**src/rtl/router_input_unit.sv**
```systemverilog
// Per-port mesh router input stage: flit FIFO, XY route computation, switch request.
// Optional dropped-flit counter (err_cnt port) enabled by defining ROUTER_IN_ERR_CNT_EN.
module router_input_unit #(
  parameter int unsigned DEPTH   = 8,
  parameter int unsigned PORT_ID = 0
) (
  input  logic        clk,
  input  logic        rst_n,
  input  logic [7:0]  cfg_xaddr,
  input  logic [7:0]  cfg_yaddr,
  input  logic [18:0] in_flit,
  output logic        in_ready,
  output logic [18:0] out_flit,
  output logic [2:0]  out_port,
  output logic        out_valid,
  input  logic        out_ready,
  output logic [1:0]  state
`ifdef ROUTER_IN_ERR_CNT_EN
  ,
  output logic [7:0]  err_cnt
`endif
);

  localparam int unsigned AW = $clog2(DEPTH);
  localparam int unsigned CW = AW + 1;

  localparam logic [1:0] TypeHead = 2'd0;
  localparam logic [1:0] TypeTail = 2'd1;
  localparam logic [1:0] TypeNone = 2'd3;

  localparam logic [2:0] PortLocal = 3'd0;
  localparam logic [2:0] PortNorth = 3'd1;
  localparam logic [2:0] PortSouth = 3'd2;
  localparam logic [2:0] PortEast  = 3'd3;
  localparam logic [2:0] PortWest  = 3'd4;
  localparam logic [2:0] PortNone  = 3'd5;

  localparam logic [18:0] InvalidFlit = 19'h30000;

  typedef enum logic [1:0] {
    StIdle    = 2'd0,
    StRouting = 2'd1,
    StActive  = 2'd2
  } state_e;

  logic [18:0]   mem_q [DEPTH];
  logic [AW-1:0] wr_ptr_q, rd_ptr_q;
  logic [CW-1:0] count_q, count_d;
  state_e        state_q, state_d;
  logic [2:0]    route_q, route_d;

  logic        push, pop, empty;
  logic        drop_in, drop_orphan;
  logic [1:0]  in_type, head_type;
  logic [18:0] head_flit;
  logic [7:0]  dst_x, dst_y;

  // Space check uses only the registered count, so a same-cycle pop never frees a slot.
  assign in_type   = in_flit[17:16];
  assign in_ready  = count_q < CW'(DEPTH);
  assign push      = in_flit[18] & in_ready & (in_type != TypeNone);
  assign drop_in   = in_flit[18] & in_ready & (in_type == TypeNone);
  assign empty     = (count_q == '0);
  assign head_flit = mem_q[rd_ptr_q];
  assign head_type = head_flit[17:16];
  assign dst_x     = head_flit[15:8];
  assign dst_y     = head_flit[7:0];

  always_comb begin
    state_d     = state_q;
    route_d     = route_q;
    pop         = 1'b0;
    drop_orphan = 1'b0;
    out_valid   = 1'b0;
    out_flit    = InvalidFlit;
    unique case (state_q)
      StIdle: begin
        if (!empty) begin
          if (head_type == TypeHead) begin
            state_d = StRouting;
          end else begin
            pop         = 1'b1;
            drop_orphan = 1'b1;
          end
        end
      end
      StRouting: begin
        // X first, then Y; unsigned 8-bit compares.
        if (dst_x > cfg_xaddr) begin
          route_d = PortEast;
        end else if (dst_x < cfg_xaddr) begin
          route_d = PortWest;
        end else if (dst_y > cfg_yaddr) begin
          route_d = PortSouth;
        end else if (dst_y < cfg_yaddr) begin
          route_d = PortNorth;
        end else begin
          route_d = PortLocal;
        end
        state_d = StActive;
      end
      StActive: begin
        out_valid = !empty;
        if (!empty) begin
          out_flit = head_flit;
        end
        pop = out_valid & out_ready;
        if (pop && (head_type == TypeTail)) begin
          state_d = StIdle;
          route_d = PortNone;
        end
      end
      default: begin
        state_d = StIdle;
        route_d = PortNone;
      end
    endcase
  end

  assign count_d = count_q + CW'(push) - CW'(pop);

  always_ff @(posedge clk or negedge rst_n) begin
    if (!rst_n) begin
      wr_ptr_q <= '0;
      rd_ptr_q <= '0;
      count_q  <= '0;
      state_q  <= StIdle;
      route_q  <= PortNone;
    end else begin
      if (push) begin
        wr_ptr_q <= wr_ptr_q + AW'(1);
      end
      if (pop) begin
        rd_ptr_q <= rd_ptr_q + AW'(1);
      end
      count_q <= count_d;
      state_q <= state_d;
      route_q <= route_d;
    end
  end

  // Storage needs no reset: pointers and count define which entries are live.
  always_ff @(posedge clk) begin
    if (push) begin
      mem_q[wr_ptr_q] <= in_flit;
    end
  end

  assign out_port = route_q;
  assign state    = state_q;

  logic [2:0] unused_port_id;
  assign unused_port_id = 3'(PORT_ID);

`ifdef ROUTER_IN_ERR_CNT_EN
  logic [7:0] err_cnt_q, err_cnt_d;
  logic [8:0] err_sum;

  // Both drop sources can fire together, so the step may be 2; saturate at 255.
  always_comb begin
    err_sum   = {1'b0, err_cnt_q} + 9'(drop_in) + 9'(drop_orphan);
    err_cnt_d = (err_sum > 9'd255) ? 8'hff : err_sum[7:0];
  end

  always_ff @(posedge clk or negedge rst_n) begin
    if (!rst_n) begin
      err_cnt_q <= '0;
    end else begin
      err_cnt_q <= err_cnt_d;
    end
  end

  assign err_cnt = err_cnt_q;
`else
  logic unused_drops;
  assign unused_drops = drop_in ^ drop_orphan;
`endif

endmodule
```
**config.mk**
```make
export PLATFORM = sky130hd
export DESIGN_NAME = router_input_unit
export DESIGN_NICKNAME = d
export VERILOG_FILES = /design/src/rtl/router_input_unit.sv
export SDC_FILE = /design/constraint.sdc
export NUM_CORES = 1
export LEC_CHECK = 0
export ABC_AREA = 1
export BUFFER_PORTS_ARGS = -buffer_cell sky130_fd_sc_hd__buf_4
export CAP_MARGIN = 20
export CORE_MARGIN = 5
export CORE_UTILIZATION = 57
export DETAILED_ROUTE_END_ITERATION = 16
export PLACE_DENSITY = 0.75
export RECOVER_POWER = 50
export SETUP_SLACK_MARGIN = 0.15
export SYNTH_ARGS = -nofsm -noshare
export SYNTH_HDL_FRONTEND = slang
export SYNTH_SLANG_ARGS = --single-unit
export TNS_END_PERCENT = 50
```
**constraint.sdc**
```tcl
create_clock -name clk -period 3.72 [get_ports clk]
set_input_delay 0.372 -clock clk [delete_from_list [all_inputs] [get_ports clk]]
set_output_delay 0.372 -clock clk [all_outputs]
set_load 0.1 [all_outputs]
```
==> flow_metrics.env <==
export IMPL_post_cts_buffers=0
export IMPL_rsz0062_at_grt="false"
export IMPL_cpMostUsedCell="nand2_1"
export IMPL_clock_sinks=167
export IMPL_cts_root_buf="clkbuf_16"
export IMPL_gp_congestion=0.8231
export IMPL_crit_chain="inv_2 > buf_4 > o21ai_0 > o22ai_1 > o21ai_1 > inv_1 > ha_1 > nand2_1 > nor2_1 > nand3_1 > o21ai_0 > nand2_1 > nand3_1 > nand2_1"
export IMPL_postLayoutCellArea_sq_um=8653
export IMPL_ys_ff_latch=167
export IMPL_vias_per_cell=5.650
export IMPL_dr_total_vias=4966
export IMPL_io_buffers=63
export IMPL_setup_ws_ps=629.8
export IMPL_holdPathEnd="mem_q[0][13]$_DFFE_PP_"
export IMPL_slew_viol_final=0
export IMPL_power_mw=8.033
export IMPL_path_delay_family="compound AO/OA/AOI/OAI gates"
export IMPL_insertion_delay_ps=430
export IMPL_first_iter_violations=482
export IMPL_start_util_pct=58.40
export IMPL_yosys_warnings=0
export IMPL_clock_path_buffers=2
export IMPL_reg2reg_depth=14
export IMPL_clkTransAtPathRegs_ps=60
export IMPL_core_area_sq_um=12720
export IMPL_hp_start="in_flit[13]"
export IMPL_final_setup_skew_ps=5.848
export IMPL_grt_pass1_vias=5130
export IMPL_rows=41
export IMPL_fill_cells=975
export IMPL_syn_nets=685
export IMPL_final_hold_violation_count=0
export IMPL_synthFlopType="edfxtp_1"
export IMPL_dp_hpwl_um=10280
export IMPL_hp_class="in -> reg"
export IMPL_wl_per_cell_um=18.93
export IMPL_wirelength_um=16640
export IMPL_synth_edf_count=152
export IMPL_crit_fanout=34
export IMPL_grt_start_max_net_pins=79
export IMPL_cts_htree_levels=4
export IMPL_numCtsBuffers=17
export IMPL_cp_end_kind="flop"
export IMPL_area_delta_synth_final_pct=16.47
export IMPL_synth_seq_area_share_pct=66.52
export IMPL_nets=756
export IMPL_n_antenna_cell=0
export IMPL_r2r_start="rd_ptr_q[0]$_DFFE_PN0P_"
export IMPL_grt_pass1_wl_um=26360
export IMPL_reg2reg_to="out_port[1]$_DFFE_PN0P_"
export IMPL_crit_slowest_cell="dfrtp_2"
export IMPL_dieWidth_um=124.2
export IMPL_syn_area_sq_um=7430
export IMPL_worstPathRequired_ps=4040
export IMPL_worst_hold_slack_ps=290.2
export IMPL_final_min_clock_period_ps=3090
export IMPL_setup_tns_ps=0
export IMPL_vdd_ir_drop_worst_uv=641.3
export IMPL_die_height_um=124.2
export IMPL_drive_gt1_share_pct=20.51
export IMPL_place_ws_ps=646.1
export IMPL_die_area_sq_um=15420
export IMPL_p_leak_nw=3.293
export IMPL_antenna_found_initial=0
export IMPL_crit_type="reg -> reg"
export IMPL_start_kind="flop"
export IMPL_slew_headroom_pct=18.30
export IMPL_dpl_cell_area_sq_um=8142
export IMPL_grt_ovfl_total=0
export IMPL_final_antenna_net_count=0
export IMPL_synthCells=623
export IMPL_worst_slew_pin_slew_ps=1231
export IMPL_grt_util_all_layers_pct=23.36
export IMPL_post_route_drc_count=0
export IMPL_cpPeakStageDelay_ps=360
export IMPL_timing_final_crit_share_pct=83.07
export IMPL_ios=64
export IMPL_cap_violations=0
export IMPL_cp_arrival_ps=3410
export IMPL_power_density_nw_per_um2=928.4
export IMPL_synth_avg_cell_area_sq_um=11.93
export IMPL_regToRegSetupSlack_ps=630
export IMPL_yosysUniqueCellTypes=37
export IMPL_path_buf_inv=3
export IMPL_dr_pass1_iters=5
export IMPL_cts_tree="built"
export IMPL_setup_viol=0
export IMPL_whs_path_depth=1
export IMPL_fmax_ghz=0.3236
export IMPL_synthArstFlopShare_pct=8.982
export IMPL_status="completed"
-- through the flow --
stage | cells | util, %
floorplan | 623 | -
detailed placement | 846 | 63.99
global route | 879 | 68.02
CTS | 879 | 68.80
global placement | 846 | 63.99
finish | 879 | 68.02
-- cell usage after synthesis (2+ instances only) --
cell      number  area share, %
edfxtp_1     152             61
nor2_1        91            4.6
nand2_1       66            3.3
o21ai_0       59            4.0
inv_1         57            2.9
ha_1          23            3.9
o21ai_1       22            1.5
nand3_1       18            1.2
o22ai_1       18            1.5
buf_2         13           0.88
dfrtp_1       13            4.4
o221ai_1      11            1.3
nor2_2         9           0.76
inv_2          8           0.40
buf_6          7            1.1
o21ai_2        7           0.83
a21oi_1        6           0.40
clkbuf_1       6           0.30
o221ai_2       5            1.0
nand2_2        4           0.34
nand2_4        4           0.61
nand3_2        3           0.40
a21o_1         2           0.20
buf_8          2           0.40
dfstp_2        2           0.71
nor3_1         2           0.13
xnor2_1        2           0.24
xor2_1         2           0.24
-- worst max-delay path by stage --
stage,cells past startpoint,from,end
2_1_floorplan,7,count_q[3]$_DFF_PN0_,out_flit[0]
3_3_place_gp,14,rd_ptr_q[0]$_DFFE_PN0P_,out_port[1]$_DFFE_PN0P_
3_5_place_dp,14,rd_ptr_q[0]$_DFFE_PN0P_,out_port[1]$_DFFE_PN0P_
4_1_cts,14,rd_ptr_q[0]$_DFFE_PN0P_,out_port[1]$_DFFE_PN0P_
5_1_grt,14,rd_ptr_q[0]$_DFFE_PN0P_,out_port[1]$_DFFE_PN0P_
6_report,14,rd_ptr_q[0]$_DFFE_PN0P_,out_port[1]$_DFFE_PN0P_
-- sequential cells by signal, indices dropped and copies added (netlist names) --
register  cells
out_port      3
count_q       4
state         2
wr_ptr_q      3
mem_q       152
rd_ptr_q      3
-- area by class of cell --
class                           instances  area, sq um  share of cell area [%]
Clock buffer                           17        425.4                   4.916
Clock inverter                         15        176.4                   2.039
Inverter                               66        249.0                   2.877
Multi-Input combinational cell        361         2118                   24.48
Sequential cell                       167         4943                   57.13
Tap cell                              172        215.2                   2.487
Timing Repair Buffer                   81        525.5                   6.073
-- what timing repair did --
item | CTS | global route
gates resized for setup | 0 | 0
hold endpoints to repair | 13 | 0
hold buffers | 1 | 0
-- cells by family (layout without fill, tap and decap cells) --
| group | count (synthesis) | after routing | share of synthesized area [%] |
|---|---|---|---|
| xor gates and xnor gates | 4 | 4 | 0.4716 |
| DFF | 167 | 167 | 66.52 |
| and+or+nand+nor | 201 | 201 | 11.87 |
| adders and majority gates | 24 | 24 | 4.143 |
| buffers and inverters | 95 | 179 | 6.080 |
| AOI/OAI and AO/OA | 132 | 132 | 10.91 |
-- cell usage in the layout (no fill, tap or decap), types with 4 or more instances in the layout --
| cell type | count |
|---|---|
| nor2_4 | 10 |
| buf_4 | 53 |
| nand2_4 | 4 |
| o221ai_1 | 11 |
| nand2_2 | 4 |
| clkbuf_16 | 17 |
| ha_1 | 23 |
| edfxtp_1 | 152 |
| o21ai_2 | 7 |
| clkbuf_1 | 26 |
| nand2_1 | 66 |
| o21ai_1 | 22 |
| o21ai_0 | 59 |
| dfrtp_1 | 12 |
| o221ai_2 | 5 |
| nor2_2 | 12 |
| inv_2 | 9 |
| a21oi_1 | 6 |
| clkinv_4 | 4 |
| o22ai_1 | 18 |
| nand3_1 | 18 |
| nor2_1 | 78 |
| inv_1 | 55 |
-- power breakdown --
group	leakage (nW)	switching, mW	internal, mW	total, mW
Combinational	1.45	2.87	1.02	3.89
Sequential	1.55	0.101	2.28	2.38
Clock	0.291	0.708	1.06	1.76
-- per-layer routing --
layer | vias up | share of wire (%) | wire length, um | global-route usage, %
li1 | 2332 | - | - | -
met1 | 2405 | 41 | 6789 | 31.07
met2 | 193 | 49 | 8074 | 37.06
met3 | 36 | 8.1 | 1354 | 5.132
met4 | 0 | 2.5 | 422 | 10.61
met5 | - | 0 | 0 | 0
Note: power is estimated with default switching activity, not from simulation.
